[config.mk]
export PLATFORM = sky130hd
export DESIGN_NAME = seg7_mux_counter
export DESIGN_NICKNAME = d
export VERILOG_FILES = /design/src/rtl/seg7_mux_counter_pkg.sv /design/src/rtl/seg7_mux_counter_seg7.sv /design/src/rtl/seg7_mux_counter.sv
export SDC_FILE = /design/constraint.sdc
export NUM_CORES = 1
export LEC_CHECK = 0
export ABC_CLOCK_PERIOD_IN_PS = 6050
export CAP_MARGIN = 5
export CORE_MARGIN = 3
export CORE_UTILIZATION = 30
export CTS_BUF_LIST = sky130_fd_sc_hd__clkbuf_8
export CTS_CLUSTER_SIZE = 24
export DETAILED_ROUTE_END_ITERATION = 8
export DONT_BUFFER_PORTS = 1
export GPL_TIMING_DRIVEN = 0
export SYNTH_ARGS = -nofsm -noshare
export SYNTH_HDL_FRONTEND = slang
export SYNTH_SLANG_ARGS = --single-unit
export TNS_END_PERCENT = 1
[constraint.sdc]
create_clock -name clk -period 6.05 [get_ports clk]
set_clock_uncertainty 0.1 [all_clocks]
set_input_delay 1.21 -clock clk [delete_from_list [all_inputs] [get_ports clk]]
set_output_delay 1.21 -clock clk [all_outputs]
set_load 0.1 [all_outputs]
[src/rtl/seg7_mux_counter_pkg.sv]
// Shared types, radix limits and glyph constants for the multiplexed
// 7-segment up/down counter, plus small per-digit arithmetic helpers.
package seg7_mux_counter_pkg;

  // One counter digit (hex or BCD nibble)
  typedef logic [3:0] digit_t;

  // Largest legal digit value in each radix
  localparam digit_t HEX_MAX = 4'hF;
  localparam digit_t BCD_MAX = 4'd9;

  // Segment glyphs, bit0=a .. bit6=g, active-high
  localparam logic [6:0] GLYPH_0 = 7'h3F;
  localparam logic [6:0] GLYPH_1 = 7'h06;
  localparam logic [6:0] GLYPH_2 = 7'h5B;
  localparam logic [6:0] GLYPH_3 = 7'h4F;
  localparam logic [6:0] GLYPH_4 = 7'h66;
  localparam logic [6:0] GLYPH_5 = 7'h6D;
  localparam logic [6:0] GLYPH_6 = 7'h7D;
  localparam logic [6:0] GLYPH_7 = 7'h07;
  localparam logic [6:0] GLYPH_8 = 7'h7F;
  localparam logic [6:0] GLYPH_9 = 7'h6F;
  localparam logic [6:0] GLYPH_A = 7'h77;
  localparam logic [6:0] GLYPH_B = 7'h7C;
  localparam logic [6:0] GLYPH_C = 7'h39;
  localparam logic [6:0] GLYPH_D = 7'h5E;
  localparam logic [6:0] GLYPH_E = 7'h79;
  localparam logic [6:0] GLYPH_F = 7'h71;

  // Maximum digit value for the selected radix
  function automatic digit_t digit_max(input logic dec);
    return dec ? BCD_MAX : HEX_MAX;
  endfunction

  // A digit counts as "at maximum" if it equals the radix limit; in BCD a
  // stale hex value above 9 (after a radix switch) is treated the same way.
  function automatic logic digit_at_max(input digit_t d, input logic dec);
    return dec ? (d >= BCD_MAX) : (d == HEX_MAX);
  endfunction

  // One stage of the ripple chain. cin is the carry (up) or borrow (down)
  // arriving from the less significant digit; result is {cout, new_digit}.
  function automatic logic [4:0] step_digit(input digit_t d, input logic dec,
                                            input logic up, input logic cin);
    logic [4:0] r;
    r = {1'b0, d};
    if (cin) begin
      if (up) begin
        if (digit_at_max(d, dec)) r = {1'b1, 4'h0};
        else                      r = {1'b0, d + 4'd1};
      end else begin
        if (d == 4'd0)              r = {1'b1, digit_max(dec)};
        else if (dec && d > BCD_MAX) r = {1'b0, BCD_MAX - 4'd1};
        else                        r = {1'b0, d - 4'd1};
      end
    end
    return r;
  endfunction

  // Loaded digits above 9 saturate to 9 in BCD mode
  function automatic digit_t clamp_load(input digit_t d, input logic dec);
    return (dec && d > BCD_MAX) ? BCD_MAX : d;
  endfunction

endpackage

[src/rtl/seg7_mux_counter_seg7.sv]
// Hex digit to 7-segment decoder (bit0=a .. bit6=g, active-high).
module seg7
  import seg7_mux_counter_pkg::*;
(
  input  logic [3:0] digit,
  output logic [6:0] segments
);

  // Pure lookup of the glyph for one nibble
  always_comb begin
    segments = GLYPH_0;
    case (digit)
      4'h0: segments = GLYPH_0;
      4'h1: segments = GLYPH_1;
      4'h2: segments = GLYPH_2;
      4'h3: segments = GLYPH_3;
      4'h4: segments = GLYPH_4;
      4'h5: segments = GLYPH_5;
      4'h6: segments = GLYPH_6;
      4'h7: segments = GLYPH_7;
      4'h8: segments = GLYPH_8;
      4'h9: segments = GLYPH_9;
      4'hA: segments = GLYPH_A;
      4'hB: segments = GLYPH_B;
      4'hC: segments = GLYPH_C;
      4'hD: segments = GLYPH_D;
      4'hE: segments = GLYPH_E;
      4'hF: segments = GLYPH_F;
      default: segments = GLYPH_0;
    endcase
  end

endmodule

[src/rtl/seg7_mux_counter.sv]
// Multi-digit hex/BCD up/down counter with a prescaled count tick and a
// time-multiplexed 7-segment display scan. A single seg7 decoder serves
// whichever digit the scan index currently selects.
module seg7_mux_counter
  import seg7_mux_counter_pkg::*;
#(
  parameter int NDIGITS  = 4,
  parameter int DIV      = 10000000,
  parameter int SCAN_DIV = 10000
) (
  input  logic                   clk,
  input  logic                   rst_n,
  input  logic                   en,
  input  logic                   up,
  input  logic                   dec_mode,
  input  logic                   load,
  input  logic [4*NDIGITS-1:0]   load_val,
  output logic [6:0]             seg,
  output logic [NDIGITS-1:0]     dig_sel,
  output logic                   dp,
  output logic                   wrap
);

  localparam int PW = (DIV > 1) ? $clog2(DIV) : 1;
  localparam int SW = (SCAN_DIV > 1) ? $clog2(SCAN_DIV) : 1;
  localparam int IW = (NDIGITS > 1) ? $clog2(NDIGITS) : 1;

  localparam logic [PW-1:0] PRESC_LAST = PW'(DIV - 1);
  localparam logic [SW-1:0] SCAN_LAST  = SW'(SCAN_DIV - 1);
  localparam logic [IW-1:0] IDX_LAST   = IW'(NDIGITS - 1);

  logic [PW-1:0] presc_reg;
  logic [SW-1:0] scan_reg;
  logic [IW-1:0] index_reg;
  logic          wrap_reg;
  digit_t        digits_reg [NDIGITS];

  digit_t        stepped    [NDIGITS];
  digit_t        load_digit [NDIGITS];
  logic          ripple;
  logic          tick;
  logic          scan_step;
  digit_t        sel_digit;

  // Count tick fires only while enabled, in the last prescaler cycle
  assign tick      = en && (presc_reg == PRESC_LAST);
  assign scan_step = (scan_reg == SCAN_LAST);

  // Per-digit load value, saturated to 9 when loading in BCD mode
  for (genvar gi = 0; gi < NDIGITS; gi++) begin : g_load
    assign load_digit[gi] = clamp_load(load_val[4*gi +: 4], dec_mode);
  end

  // Carry/borrow ripple through every digit in one cycle; the final
  // ripple out means the whole count wrapped
  always_comb begin
    ripple = 1'b1;
    for (int k = 0; k < NDIGITS; k++) begin
      {ripple, stepped[k]} = step_digit(digits_reg[k], dec_mode, up, ripple);
    end
  end

  // Prescaler: 0..DIV-1 while enabled, holds when paused, cleared by load
  always_ff @(posedge clk or negedge rst_n) begin
    if (!rst_n) begin
      presc_reg <= '0;
    end else if (load) begin
      presc_reg <= '0;
    end else if (en) begin
      presc_reg <= tick ? '0 : presc_reg + 1'b1;
    end
  end

  // Digit registers: load beats a coincident tick
  always_ff @(posedge clk or negedge rst_n) begin
    if (!rst_n) begin
      for (int k = 0; k < NDIGITS; k++) digits_reg[k] <= '0;
    end else if (load) begin
      for (int k = 0; k < NDIGITS; k++) digits_reg[k] <= load_digit[k];
    end else if (tick) begin
      for (int k = 0; k < NDIGITS; k++) digits_reg[k] <= stepped[k];
    end
  end

  // Wrap flag is high for exactly the cycle the wrapped count is held
  always_ff @(posedge clk or negedge rst_n) begin
    if (!rst_n) begin
      wrap_reg <= 1'b0;
    end else begin
      wrap_reg <= tick && !load && ripple;
    end
  end

  // Display scan runs continuously, independent of the count enable
  always_ff @(posedge clk or negedge rst_n) begin
    if (!rst_n) begin
      scan_reg  <= '0;
      index_reg <= '0;
    end else if (scan_step) begin
      scan_reg  <= '0;
      index_reg <= (index_reg == IDX_LAST) ? '0 : index_reg + 1'b1;
    end else begin
      scan_reg  <= scan_reg + 1'b1;
    end
  end

  assign sel_digit = digits_reg[index_reg];
  assign dig_sel   = NDIGITS'(1) << index_reg;
  assign dp        = (index_reg == '0) && !en;
  assign wrap      = wrap_reg;

  seg7 u_seg7 (
    .digit    (sel_digit),
    .segments (seg)
  );

endmodule

==> results of run 1 <==
report_power, final:
part / total (W) / leakage [nW] / internal [W] / switching [W]
Sequential: 0.000409 / 0.749 / 0.000393 / 0.0000168
Clock: 0.000326 / 0.0805 / 0.000159 / 0.000167
Combinational: 0.000258 / 1.13 / 0.0000790 / 0.000179
Total: 0.000993 / 1.96 / 0.000631 / 0.000362
synthesized netlist by cell type, types with 8 or more instances:
cell type,instances,area share [%]
nor2b_1,11,1.6
clkbuf_1,17,1.5
inv_1,26,2.2
nor3_1,13,1.5
dfrtp_1,57,33
xnor2_1,13,2.6
nand4_1,9,1.3
xor2_1,19,3.8
a31oi_1,10,1.4
nand2_1,54,4.7
o31ai_1,8,1.4
a21oi_1,25,2.9
nor2_1,58,5.0
ha_1,26,7.5
nand3_1,23,2.6
o21ai_0,30,3.5
layer usage:
layer,track usage (%),part of all wire [%],vias to the layer above
met1,18.5,44,1875
li1,-,-,1855
met5,0,0,-
met3,3.49,5.5,18
met2,23.0,48,110
met4,4.67,2.4,0
final cells by class:
cell class,count,area (sq um)
Sequential cell,57,1430
Inverter,26,97.6
Multi-Input combinational cell,407,2730
Clock buffer,10,138
Buffer,27,124
Clock inverter,6,43.8
Tap cell,180,225
Fill cell,1433,9260
path summary, 6_finish.rpt:
kind                                 from       endpoint
min in group asynchronous           rst_n   presc_reg[2]
max in group asynchronous           rst_n  digits_reg[4]
setup reg to reg           digits_reg[12]  digits_reg[0]
hold / removal                scan_reg[0]    scan_reg[0]
hold reg to reg               scan_reg[0]    scan_reg[0]
setup / recovery             index_reg[0]         seg[1]
kinds of logic after synthesis:
group | Yosys count | share of synthesized area [%]
buf+inv | 53 | 5.10
flops | 57 | 32.8
xor+xnor | 32 | 6.45
compound gates | 118 | 17.4
fa+ha+maj | 26 | 7.49
mux | 12 | 4.26
simple gates | 219 | 26.5
stage by stage:
stage / hold WS [ns] / setup slack, ns
2_1_floorplan: 0.348 / 1.54
3_3_place_gp: 0.365 / 1.29
3_5_place_dp: 0.390 / 1.86
4_1_cts: 0.401 / 1.47
5_1_grt: 0.417 / 1.29
6_report: 0.398 / 1.53
==> run metrics, run 1 <==
max FFs per register 24; Initial Util approximately 31%; worst path cell trace clkbuf_1 -> mux4_2 -> inv_1 -> ha_1 -> inv_1 -> o21bai_1 -> a22oi_2; layout cell share with drive strength beyond 1 10.9%; Seq cells post-synth 57; H-tree depth reported by CTS 3; WP data required 4.74 ns; Post-synth top flop dfrtp_1; Num CTS Buffers 9; number of synthesis warnings 0; DRT iter0 DRCs 235; Yosys cell types 65; LEAKAGE between 1.5 and 2 nW; CTS resizes 0; minimum clock period about 4.5 ns; number of max-slew violations in the final report 0; reg-to-reg slack, setup between 3 and 4 ns; Register-to-Register Path Depth 8; Peak VDD IR 0.105 mV; gr usage total 14.1%; Final Non-Filler Cells 713; Crit-path slowest cell a22oi_2; CP max stage delay 0.91 ns; cell area after layout 0.00478 sq mm; CP Capture Type primary output; postcts setup bufs 0; cell count along the critical path 7; grt ovf 0; crit share post-route 74.7%; Buf/Inv on CP 3; cell family with most CP delay compound AO/OA/AOI/OAI gates; most frequent cells in the layout nor2_1 (58), dfrtp_1 (57), nand2_1 (54); CTS tree built; port buffer count 0; number of flops mapped to enable cells by yosys 0; Final TNS setup 0 ns; final setup vio count 0; Area Growth Syn to Fin 10.0%; Clk pin slew, worst setup/hold paths ~0.070 ns; fin util between 30% and 40%; crit path kind reg -> out; Via density approximately 5.4; hold buffers post-CTS 0; Placer Congestion approximately 0.91; placed instance area 0.00460 sq mm; Clock Tree Buf Depth 2; outcome completed; crit-path max FO 6; PD cells approximately 210 mW/mm^2; io pins 35; synthesized cell area 0.00435 sq mm; Final #Nets 576; # clock sinks between 50 and 60; die width 126 um; Core ar. 0.0140 sq mm; total die area 0.0160 sq mm; clk_lat worst skew between 0.3 and 0.4 ns; initial antenna violation count 0; TritonRoute pass-1 iters 5; Fin. Hold Viols 0; DR WL/cell 15.7 um; Slew HR a little over a fifth; Slew @ Worst Pin 1.18 ns; Placed Instances 697; syn_nets approximately 570; CP dominant cell by count inv_1; FMAX 221 MHz; RSZ-0062 raised after global routing false; ANT nets after route 0; Total Power 0.000993 W; root buf cell clkbuf_8; largest net degree at the start of global routing 58; ys async rst share 100%; Min-Delay Path Class reg -> reg; hold path depth 1; crit path DAT 3.21 ns; Avg Cell Area, Syn 8.41 sq um; most common cell after layout, fill and taps aside nor2_1; sequential area share after synthesis between 30 and 40%; site row count between 40 and 50; DRC violations left 0; Synth Instances 517; routed wire length approximately 11000 um; # diodes 0; die height 126 um; vias in the first global route between 3000 and 4000; DR vias between 3000 and 4000; Max Cap Viol 0; critical path startpoint category flip-flop; post-DP HPWL 8190 um; global-route wire length before repair between 15000 and 20000 um
Power figures use the tool's default switching activity.
==> inputs of run 2 (changes only) <==
--- a/config.mk
+++ b/config.mk
@@ -5,7 +5,7 @@
 export SDC_FILE = /design/constraint.sdc
 export NUM_CORES = 1
 export LEC_CHECK = 0
-export ABC_CLOCK_PERIOD_IN_PS = 6050
+export ABC_CLOCK_PERIOD_IN_PS = 4380
 export CAP_MARGIN = 5
 export CORE_MARGIN = 3
 export CORE_UTILIZATION = 30
==> constraint.sdc (replaced) <==
create_clock -name clk -period 4.38 [get_ports clk]
set_clock_uncertainty 0.1 [all_clocks]
set_input_delay 0.876 -clock clk [delete_from_list [all_inputs] [get_ports clk]]
set_output_delay 0.876 -clock clk [all_outputs]
set_load 0.1 [all_outputs]
==> run metrics, run 2 (synthesis gave the netlist of run 1 again) <==
port buffer count 0; postcts setup bufs 0; number of max-slew violations in the final report 0; die width 126 um; Core ar. 0.0140 sq mm; largest net degree at the start of global routing 58; DRT iter0 DRCs 284; Final #Nets 576; Switching Share 36.5%; Via density 5.38; die height approximately 130 um; # diodes 0; Slew HR approximately a fifth; crit-path max FO 6; DR WL/cell between 15 and 20 um; Buf/Inv on CP 3; root buf cell clkbuf_8; internal power 0.000871 W; routed wire length 11200 um; post-DP HPWL 8190 um; Fin. Hold Viols 0; WP data required 3.40 ns; FMAX 246 MHz; PD cells ~290 mW/mm^2; CP max stage delay 0.94 ns; clk_lat worst skew 0.35 ns; placed instance area between 0.004 and 0.005 sq mm; Reg power frac 41.2%; Comb pwr share 26.0%; clock power share about a third; grt ovf 0; global routing's busiest layer met2; RSZ-0062 raised after global routing false; most common cell after layout, fill and taps aside nor2_1; GRT met1 Usage 18.5%; gr usage total between 10 and 15%; minimum clock period approximately 4 ns; Total Power 0.00137 W; cell area after layout 0.00478 sq mm; multi-input logic area 0.00273 sq mm; CTS tree built; CP dominant cell by count inv_1; worst path cell trace clkbuf_2 -> mux4_2 -> inv_1 -> ha_1 -> inv_1 -> o21bai_1 -> a22oi_2; Max Cap Viol 0; met2 usage between 20% and 30%; vias in the first global route 3715; Hold WS 0.114 ns; DRC violations left 0; LEAKAGE 1.97 nW; ANT nets after route 0; Filler Cells Inserted 1432; cell family with most CP delay compound AO/OA/AOI/OAI gates; Num CTS Buffers 9; final setup vio count 0; TritonRoute pass-1 iters 5; CP Capture Type primary output; Placer Congestion approximately 0.91; Crit-path slowest cell a22oi_2; met3 usage ~3.5%; DR vias 3838; Area Growth Syn to Fin 10.1%; io pins 35; Final TNS setup 0 ns; layout cell share with drive strength beyond 1 11.1%; Sw Pwr around 0.0005 W; most frequent cells in the layout nor2_1 (58), dfrtp_1 (57), nand2_1 (54); crit path DAT 3.09 ns; # clock sinks between 50 and 60; Clk pin slew, worst setup/hold paths 0.07 ns; site row count 43; Peak VDD IR 0.146 mV; max FFs per register 24; critical path startpoint category flip-flop; total die area 0.0160 sq mm; Reg area 0.00143 sq mm; H-tree depth reported by CTS 3; Min-Delay Path Class in -> async; Clock Tree Buf Depth 2; outcome completed; crit path kind reg -> out; Initial Util 30.9%; Slew @ Worst Pin roughly 1.2 ns; initial antenna violation count 0; crit share post-route between 90 and 100%; global-route wire length before repair about 19000 um
==> run 2: repair_timing <==
| action | 4_1_cts | 5_1_grt |
|---|---|---|
| hold buffers | 0 | 0 |
| setup endpoints to repair | 0 | 2 |
| gates resized for setup | 0 | 2 |
==> run 2: layout make-up <==
class	instances	area share, %
Buffer	27	2.62
Clock buffer	10	2.88
Clock inverter	6	0.916
Inverter	26	2.04
Multi-Input combinational cell	407	57.0
Sequential cell	57	29.8
Tap cell	180	4.71
==> run 2: path summary, 6_finish.rpt <==
check | startpoint | endpoint | slack (ns) | cells after the start
min reg2reg | scan_reg[0] | scan_reg[0] | 0.40 | 1
min | rst_n | presc_reg[2] | 0.11 | 0
max reg2reg | digits_reg[12] | digits_reg[0] | 1.39 | 8
min in group clk | scan_reg[0] | scan_reg[0] | 0.40 | 1
max in group asynchronous | rst_n | presc_reg[20] | 3.96 | 0
max | index_reg[0] | seg[1] | 0.31 | 7
==> run 2: metal layers <==
layer  vias to the layer above  part of all wire [%]
li1                       1855                     -
met1                      1855                    44
met2                       108                    48
met3                        20                   5.4
met4                         0                   2.4
met5                         -                     0
==> run 2: through the flow <==
| step | std cells | worst slack (ns) | util [%] |
|---|---|---|---|
| after CTS | 713 | 0.138 | 34.1 |
| after global routing | 713 | 0.106 | 34.1 |
| after global placement | 697 | -0.0429 | 32.5 |
| after floorplan | 517 | 0.204 | - |
| final | 713 | 0.311 | 34.1 |
| after detailed placement | 697 | 0.528 | 32.8 |
==> run 2: power by group through the flow <==
| stage | registers (W) | clock network (W) | logic [W] |
|---|---|---|---|
| 2_1_floorplan | 0.000567 | 0 | 0.000292 |
| 3_3_place_gp | 0.000575 | 0 | 0.000337 |
| 3_5_place_dp | 0.000575 | 0 | 0.000353 |
| 4_1_cts | 0.000565 | 0.000473 | 0.000355 |
| 5_1_grt | 0.000568 | 0.000501 | 0.000392 |
| 6_report | 0.000566 | 0.000450 | 0.000357 |
